File: config.mk
export PLATFORM = sky130hd
export DESIGN_NAME = iterative_divider
export DESIGN_NICKNAME = d
export VERILOG_FILES = /design/src/rtl/iterative_divider_pkg.sv /design/src/rtl/iterative_divider_step.sv /design/src/rtl/iterative_divider.sv
export SDC_FILE = /design/constraint.sdc
export NUM_CORES = 1
export LEC_CHECK = 0
export ABC_AREA = 1
export CAP_MARGIN = 10
export CORE_MARGIN = 5
export CORE_UTILIZATION = 35
export CTS_BUF_LIST = sky130_fd_sc_hd__clkbuf_16
export DETAILED_ROUTE_END_ITERATION = 8
export PLACE_DENSITY_LB_ADDON = 0.05
export SKIP_LAST_GASP = 1
export SLEW_MARGIN = 20
export SYNTH_ARGS = -nofsm -noshare
export SYNTH_HDL_FRONTEND = slang
export SYNTH_SLANG_ARGS = --single-unit
File: constraint.sdc
create_clock -name i_clock -period 3.8 [get_ports i_clock]
set_input_delay 0.38 -clock i_clock [delete_from_list [all_inputs] [get_ports i_clock]]
set_output_delay 0.38 -clock i_clock [all_outputs]
set_load 0.02 [all_outputs]
File: src/rtl/iterative_divider_pkg.sv
// rtl/iterative_divider_pkg.sv - shared state encoding and width default for the divider
package iterative_divider_pkg;

  localparam int DEFAULT_WIDTH = 32;

  typedef enum logic [1:0] {
    ST_IDLE = 2'd0,
    ST_RUN  = 2'd1,
    ST_DONE = 2'd2
  } div_state_t;

endpackage

File: src/rtl/iterative_divider_step.sv
// rtl/iterative_divider_step.sv - one restoring division iteration (compare/subtract)
module div_step
  import iterative_divider_pkg::*;
#(
  parameter int WIDTH = DEFAULT_WIDTH
) (
  input  logic [WIDTH-1:0] i_prem,
  input  logic             i_dvd_msb,
  input  logic [WIDTH-1:0] i_divisor,
  output logic [WIDTH-1:0] o_prem_next,
  output logic             o_qbit
);

  logic [WIDTH:0] w_shift;
  logic [WIDTH:0] w_diff;

  // One extra bit so the shifted remainder never overflows the compare.
  assign w_shift     = {i_prem, i_dvd_msb};
  assign w_diff      = w_shift - {1'b0, i_divisor};
  assign o_qbit      = ~w_diff[WIDTH];
  assign o_prem_next = o_qbit ? w_diff[WIDTH-1:0] : w_shift[WIDTH-1:0];

endmodule

File: src/rtl/iterative_divider.sv
// rtl/iterative_divider.sv - multicycle restoring divider, one quotient bit per clock
module iterative_divider
  import iterative_divider_pkg::*;
#(
  parameter int WIDTH = DEFAULT_WIDTH
) (
  input  logic             i_clock,
  input  logic             i_reset_n,
  input  logic             i_start,
  input  logic             i_signed_op,
  input  logic [WIDTH-1:0] i_data1,
  input  logic [WIDTH-1:0] i_data2,
  output logic             o_busy,
  output logic             o_result_ready,
  output logic [WIDTH-1:0] o_quotient,
  output logic [WIDTH-1:0] o_remainder,
  output logic             o_div_by_zero
);

  localparam int CW = (WIDTH > 1) ? $clog2(WIDTH) : 1;

  div_state_t       r_state;
  logic [CW-1:0]    r_count;
  logic [WIDTH-1:0] r_prem;
  logic [WIDTH-1:0] r_dvd;
  logic [WIDTH-1:0] r_divisor;
  logic             r_qsign;
  logic             r_rsign;
  logic             r_zero;
  logic             r_busy;
  logic             r_ready;
  logic [WIDTH-1:0] r_quotient;
  logic [WIDTH-1:0] r_remainder;
  logic             r_dbz;

  logic             w_sign1;
  logic             w_sign2;
  logic             w_zero;
  logic [WIDTH-1:0] w_mag1;
  logic [WIDTH-1:0] w_mag2;
  logic [WIDTH-1:0] w_prem_next;
  logic             w_qbit;
  logic [WIDTH-1:0] w_q_fix;
  logic [WIDTH-1:0] w_r_fix;

  assign w_sign1 = i_signed_op & i_data1[WIDTH-1];
  assign w_sign2 = i_signed_op & i_data2[WIDTH-1];
  assign w_zero  = (i_data2 == '0);
  assign w_mag1  = w_sign1 ? (~i_data1 + 1'b1) : i_data1;
  assign w_mag2  = w_sign2 ? (~i_data2 + 1'b1) : i_data2;
  assign w_q_fix = r_qsign ? (~r_dvd + 1'b1) : r_dvd;
  assign w_r_fix = r_rsign ? (~r_prem + 1'b1) : r_prem;

  div_step #(.WIDTH(WIDTH)) u_step (
    .i_prem      (r_prem),
    .i_dvd_msb   (r_dvd[WIDTH-1]),
    .i_divisor   (r_divisor),
    .o_prem_next (w_prem_next),
    .o_qbit      (w_qbit)
  );

  // The dividend register doubles as the quotient shift register during RUN.
  always_ff @(posedge i_clock or negedge i_reset_n) begin
    if (!i_reset_n) begin
      r_state     <= ST_IDLE;
      r_count     <= '0;
      r_prem      <= '0;
      r_dvd       <= '0;
      r_divisor   <= '0;
      r_qsign     <= 1'b0;
      r_rsign     <= 1'b0;
      r_zero      <= 1'b0;
      r_busy      <= 1'b0;
      r_ready     <= 1'b0;
      r_quotient  <= '0;
      r_remainder <= '0;
      r_dbz       <= 1'b0;
    end else begin
      r_ready <= 1'b0;
      case (r_state)
        ST_IDLE: begin
          if (i_start) begin
            r_divisor <= w_mag2;
            r_dvd     <= w_zero ? i_data1 : w_mag1;
            r_prem    <= '0;
            r_count   <= '0;
            r_qsign   <= w_sign1 ^ w_sign2;
            r_rsign   <= w_sign1;
            r_zero    <= w_zero;
            r_busy    <= 1'b1;
            r_state   <= w_zero ? ST_DONE : ST_RUN;
          end
        end
        ST_RUN: begin
          r_prem  <= w_prem_next;
          r_dvd   <= {r_dvd[WIDTH-2:0], w_qbit};
          r_count <= r_count + 1'b1;
          if (r_count == CW'(WIDTH - 1)) r_state <= ST_DONE;
        end
        ST_DONE: begin
          r_busy  <= 1'b0;
          r_ready <= 1'b1;
          r_state <= ST_IDLE;
          if (r_zero) begin
            r_quotient  <= '1;
            r_remainder <= r_dvd;
            r_dbz       <= 1'b1;
          end else begin
            r_quotient  <= w_q_fix;
            r_remainder <= w_r_fix;
            r_dbz       <= 1'b0;
          end
        end
        default: r_state <= ST_IDLE;
      endcase
    end
  end

  assign o_busy         = r_busy;
  assign o_result_ready = r_ready;
  assign o_quotient     = r_quotient;
  assign o_remainder    = r_remainder;
  assign o_div_by_zero  = r_dbz;

endmodule
==> results of run 1 <==
-- power groups by stage --
stage                     sequential, mW  clock (mW)  combinational (mW)
after floorplan                     3.79           0                6.99
after CTS                           3.92        1.86                10.3
final                               3.93        1.81                10.2
after global placement              3.94           0                10.2
after global routing                4.03        1.93                11.6
after detailed placement            3.95           0                10.2
-- final cells by class --
type | count | share of cell area [%]
multi-input combinational | 1557 | 48.7
sequential | 173 | 27.1
timing repair buffer | 144 | 9.07
inverter | 311 | 7.33
tap | 518 | 4.06
clock buffer | 17 | 2.66
clock inverter | 15 | 1.05
-- layer usage --
metal / share of wire, % / wire length [um] / vias up / global-route usage, %
li1: - / - / 6947 / -
met1: 51 / 24800 / 6465 / 34.1
met2: 45 / 21800 / 319 / 34.8
met3: 3.7 / 1820 / 34 / 2.48
met4: 1.1 / 535 / 0 / 4.01
met5: 0 / 0 / - / 0
-- critical path: cells and delay by family, from the launching register on --
family | cells | cell delay [ns]
adder cells (fa/ha/maj) | 2 | 0.70
flip-flops | 1 | 0.39
AND/OR/NAND/NOR | 13 | 1.36
buffers and inverters | 2 | 0.22
-- sequential cells by signal, summed over array words and instances (netlist names) --
name	cells
r_dvd	32
r_prem	32
r_count	5
o_remainder	32
o_busy	1
o_result_ready	1
r_state	2
o_quotient	32
r_divisor	32
r_rsign	1
o_div_by_zero	1
r_zero	1
r_qsign	1
-- worst max-delay path by stage --
stage | slack [ns] | endpoint | cells after the start
after CTS | 1.03 | r_prem[20]$_DFFE_PN0P_ | 17
after global routing | 0.78 | r_prem[20]$_DFFE_PN0P_ | 17
final | 1.00 | r_prem[20]$_DFFE_PN0P_ | 17
after global placement | 0.90 | r_divisor[21]$_DFFE_PN0P_ | 8
after floorplan | 1.57 | r_prem[29]$_DFFE_PN0P_ | 18
after detailed placement | 0.87 | r_divisor[21]$_DFFE_PN0P_ | 8
-- kinds of logic (layout without fill, tap and decap cells) --
group / Yosys count / after routing / share of synthesized area (%)
adders and majority gates: 39 / 39 / 3.65
xor gates and xnor gates: 54 / 54 / 3.48
buffers and inverters: 375 / 487 / 11.0
AOI/OAI and AO/OA: 229 / 229 / 10.5
muxes: 1 / 1 / 0.0737
and+or+nand+nor: 1234 / 1234 / 39.4
DFF: 173 / 173 / 31.9
-- what timing repair did --
item                       4_1_cts  5_1_grt
hold endpoints to repair        62        0
hold buffers                     1        0
setup endpoints to repair        0        0
-- cell usage in the layout (no fill, tap or decap), drive strengths merged, types with 31 or more instances in the layout --
cell type / count
a21oi: 38
a22oi: 32
clkdlybuf4s50: 133
dfrtp: 173
ha: 38
inv: 317
nand2: 688
nand3: 245
nand4: 31
nor2: 210
o21ai: 87
xor2: 46
==> run metrics, run 1 <==
die width=207 um; Gate power share=~64%; Post-synth top cells=666 x nand2_1, 301 x inv_1, 237 x nand3_1, 195 x nor2_1, 173 x dfrtp_1; Final ANT Viol Nets=0; max-cap check violation count=0; Vert. Die Dim=207 um; Tmin final=around 2.8 ns; Async SR Flop Fraction=100%; net load switching power=8.68 mW; Placed Cells=2702; vias per cell=5.03; max_slew headroom=36.4%; crit path from=r_dvd[31]$_DFFE_PN0P_; clock power share=11.3%; Sw Ratio=between 50% and 60%; area post-placement=between 0.015 and 0.02 mm^2; RSZ-0062 raised after global routing=false; IO buf count=134; Hold Violations, Final=0; critical path's slowest cell=fa_1; DRT iter0 DRCs=~1000; clock slew at reported path FFs=0.08 ns; Mapped Cells=2105; area of the multi-input gates=between 0.007 and 0.008 mm^2; H-Tree Depth=4; Yosys top cell by area=dfrtp_1; Design Area, Final=0.0160 mm^2; ratio of cells with drive above 1 in the final layout=5.19%; post-CTS setup repair buffer count=0; worst setup margin=between 1 and 1.5 ns; reg2reg setup slack=1.00 ns; register area share after synthesis=31.9%; count leader, synth=nand2_1; Net Count, Synth=between 2000 and 2500; Layout area overhead=17.5%; FILL cells=4200; critical-path cell list=inv_1 > ha_1 > fa_1 > inv_1 > nand2_1 > nand2_1 > nand3_1 > nand2_2 > nand2_2 > nand2_2 > nand2_4 > nand2_4 > nand2_4 > nand2_4 > nand2_1 > nand3_1 > nand2_1; antenna violations before repair=0; GP Congestion=roughly 0.91; Initial Utilization=35.2%; DIE AREA=0.0429 mm^2; number of enable flip-flop cells after synthesis=0; final setup violation count=0; DRC violation count after routing=0; total power=16.0 mW; post-detailed-route wirelength per cell=17.9 um; Detailed Route WL=48.9 mm; peak per-stage delay on the critical path=around 0.44 ns; row count=72; Top Ports=135; data arrival time of the critical path=3.12 ns; GR Overflow Total=0; hold_ws=0.481 ns; status=finished, final reports clean; Worst-Skew Late Latency=approximately 0.45 ns; Overall Global Routing Usage=between 20% and 30%; FF+latch count, synth=173; Post-CTS Resized=0; Post-Layout Cell Count=2735; worst-path fanout max=20; DPL Wire Length=around 40 mm; Seq pwr share=approximately 25%; Reg area=0.00433 mm^2; final core occ=between 40% and 50%; antenna cells=0; Pre-antenna DRT Iters=5; clock root buffer=clkbuf_16; setup TNS=0 ns; Final period util=73.6%; CP Launch Type=flop; Worst Path Required=4.12 ns; Vias=13800; ys flop type=dfrtp_1; Register-to-Register Path Depth=17; TritonCTS clock tree=done; Fmax=0.357 GHz; Syn Area/Cell=about 6.5 um^2; Yosys Warn Count=0; largest buffer count on any clock path=2; largest net degree at the start of global routing=112; Slew @ Worst Pin=0.953 ns; worst hold path class=input pin to asynchronous set/reset pin; vias in the first global route=about 13000; Yosys top cell area share=31.9%; Setup Skew=0.0211 ns; crit end category=flop; Final Max Slew Viols=0; Core ar.=0.0386 mm^2; global-route wire length before repair=77.2 mm; Crit Reg-Reg Endpoint=r_prem[20]$_DFFE_PN0P_; largest cells by area after synthesis=dfrtp_1 32%, nand2_1 18%, nand3_1 8.7%; crit path kind=flop to flop; TritonCTS buffer count=17; leakage=around 8.0 nW; Internal=~7.3 mW; CTS sink cnt=~170; Peak VDD IR=about 0.43 mV; P per Cell Area=roughly 1000 mW/mm^2; area of the mapped netlist=0.0136 mm^2; Worst R2R Start=r_dvd[31]$_DFFE_PN0P_; Netlist cell types=56; nets@finish=2311; Setup Slack @ Placement=0.866 ns
Note: power is estimated with default switching activity, not from simulation.
==> run 2, diff against run 1 <==
==> constraint.sdc (replaced) <==
create_clock -name i_clock -period 2.5 [get_ports i_clock]
set_input_delay 0.25 -clock i_clock [delete_from_list [all_inputs] [get_ports i_clock]]
set_output_delay 0.25 -clock i_clock [all_outputs]
set_load 0.02 [all_outputs]
==> run metrics, run 2 (synthesized netlist as in run 1, its figures left out) <==
status=finished, final reports clean; worst hold path class=input pin to asynchronous set/reset pin; max-cap check violation count=0; leakage=~8.3 nW; crit end category=flop; CP Launch Type=flop; Core ar.=0.0386 mm^2; crit path kind=flop to flop; Setup Skew=0.0127 ns; Overall Global Routing Usage=22.7%; nets@finish=2373; Top Ports=135; post-detailed-route wirelength per cell=17.9 um; clock slew at reported path FFs=approximately 0.070 ns; GR Overflow Total=0; Hold Violations, Final=0; Tmin final=approximately 2.4 ns; P per Cell Area=1540 mW/mm^2; IO buf count=roughly 130; crit path from=r_divisor[0]$_DFFE_PN0P_; Vias=14100; Setup Slack @ Placement=0.0354 ns; TritonCTS clock tree=done; post-CTS setup repair buffer count=0; Worst R2R Start=r_divisor[0]$_DFFE_PN0P_; TritonCTS buffer count=17; clock root buffer=clkbuf_16; vias in the first global route=13200; worst setup margin=0.139 ns; DRC violation count after routing=0; Final Max Slew Viols=0; commonest non-fill, non-tap cell in the layout=nand2_1; Slew @ Worst Pin=0.791 ns; die width=207 um; H-Tree Depth=4; ratio of cells with drive above 1 in the final layout=roughly 7.9%; Pre-antenna DRT Iters=5; RSZ-0062 raised after global routing=false; Initial Utilization=35.2%; data arrival time of the critical path=2.69 ns; Layout area overhead=21.8%; DPL Wire Length=40.3 mm; CTS sink cnt=173; DIE AREA=0.0429 mm^2; worst-path fanout max=10; Worst Path Required=2.83 ns; Final ANT Viol Nets=0; DRT iter0 DRCs=1113; Peak VDD IR=0.434 mV; largest net degree at the start of global routing=65; final setup violation count=0; Detailed Route WL=50.0 mm; antenna violations before repair=2; global-route wire length before repair=77.6 mm; GP Congestion=0.955; vias per cell=around 5; Final period util=94.4%; most frequent cells in the layout=666 x nand2_1, 299 x inv_1, 237 x nand3_1; setup TNS=0 ns; largest buffer count on any clock path=2; Fmax=0.424 GHz; max_slew headroom=roughly 47%; Vert. Die Dim=207 um; row count=72; Worst-Skew Late Latency=0.45 ns
## run 2: power breakdown
part           internal (mW)  switching [mW]
clock                   1.67            1.23
combinational           6.11            10.7
sequential              4.19            1.48
## run 2: through the flow
stage	power, mW	hold WS, ns	area [um^2]	std cells	util (%)
2_1_floorplan	16.4	-0.0456	13600	2105	-
3_3_place_gp	22.3	0.243	15900	2763	41.1
3_5_place_dp	22.3	0.235	15900	2763	41.1
4_1_cts	25.3	0.337	16500	2796	42.8
5_1_grt	27.6	0.366	16500	2799	42.9
6_report	25.4	0.341	16500	2799	42.9
## run 2: what timing repair did
item / CTS / global route
endpoints found under the setup margin: 0 / 34
hold endpoints to repair: 40 / 0
resized for setup: 0 / 8
hold buffers: 1 / 0
## run 2: worst max-delay path: stages, from the launching register on
cell,delay (ns)
dfrtp_1,0.39
ha_2,0.23
fa_2,0.36
inv_1,0.10
nand2_1,0.06
nand2_1,0.10
nand3_1,0.10
nand2_2,0.09
nand2_2,0.06
nand2_2,0.08
nand2_4,0.08
nand2_4,0.09
nand2_4,0.10
nand2_4,0.21
nand2_1,0.09
nand3_1,0.07
nand2_1,0.05
## run 2: cell type report
cell class	instances	area, um^2
inverters	311	1170
clock buffers	17	425
diodes	2	5.00
repair buffers	205	1950
flip-flops and latches	173	4330
clock inverters	15	193
multi-input cells	1558	7830
well taps	518	648
fillers	4244	22000
## run 2: path summary, 6_finish.rpt
kind	endpoint	slack (ns)	depth (start not counted)
max in group asynchronous	r_divisor[28]$_DFFE_PN0P_	1.44	3
worst max register to register	r_prem[23]$_DFFE_PN0P_	0.14	16
worst min-delay path	r_prem[10]$_DFFE_PN0P_	0.34	2
worst min register to register	r_count[3]$_DFFE_PN0P_	0.47	1
min in group i_clock	r_count[3]$_DFFE_PN0P_	0.47	1
worst max-delay path	r_prem[23]$_DFFE_PN0P_	0.14	16
## run 2: layer usage
layer | GRT usage, % | share of wire (%)
met1 | 34.1 | 49
met2 | 34.7 | 44
met3 | 3.51 | 5.6
met4 | 4.92 | 1.6
met5 | 0 | 0
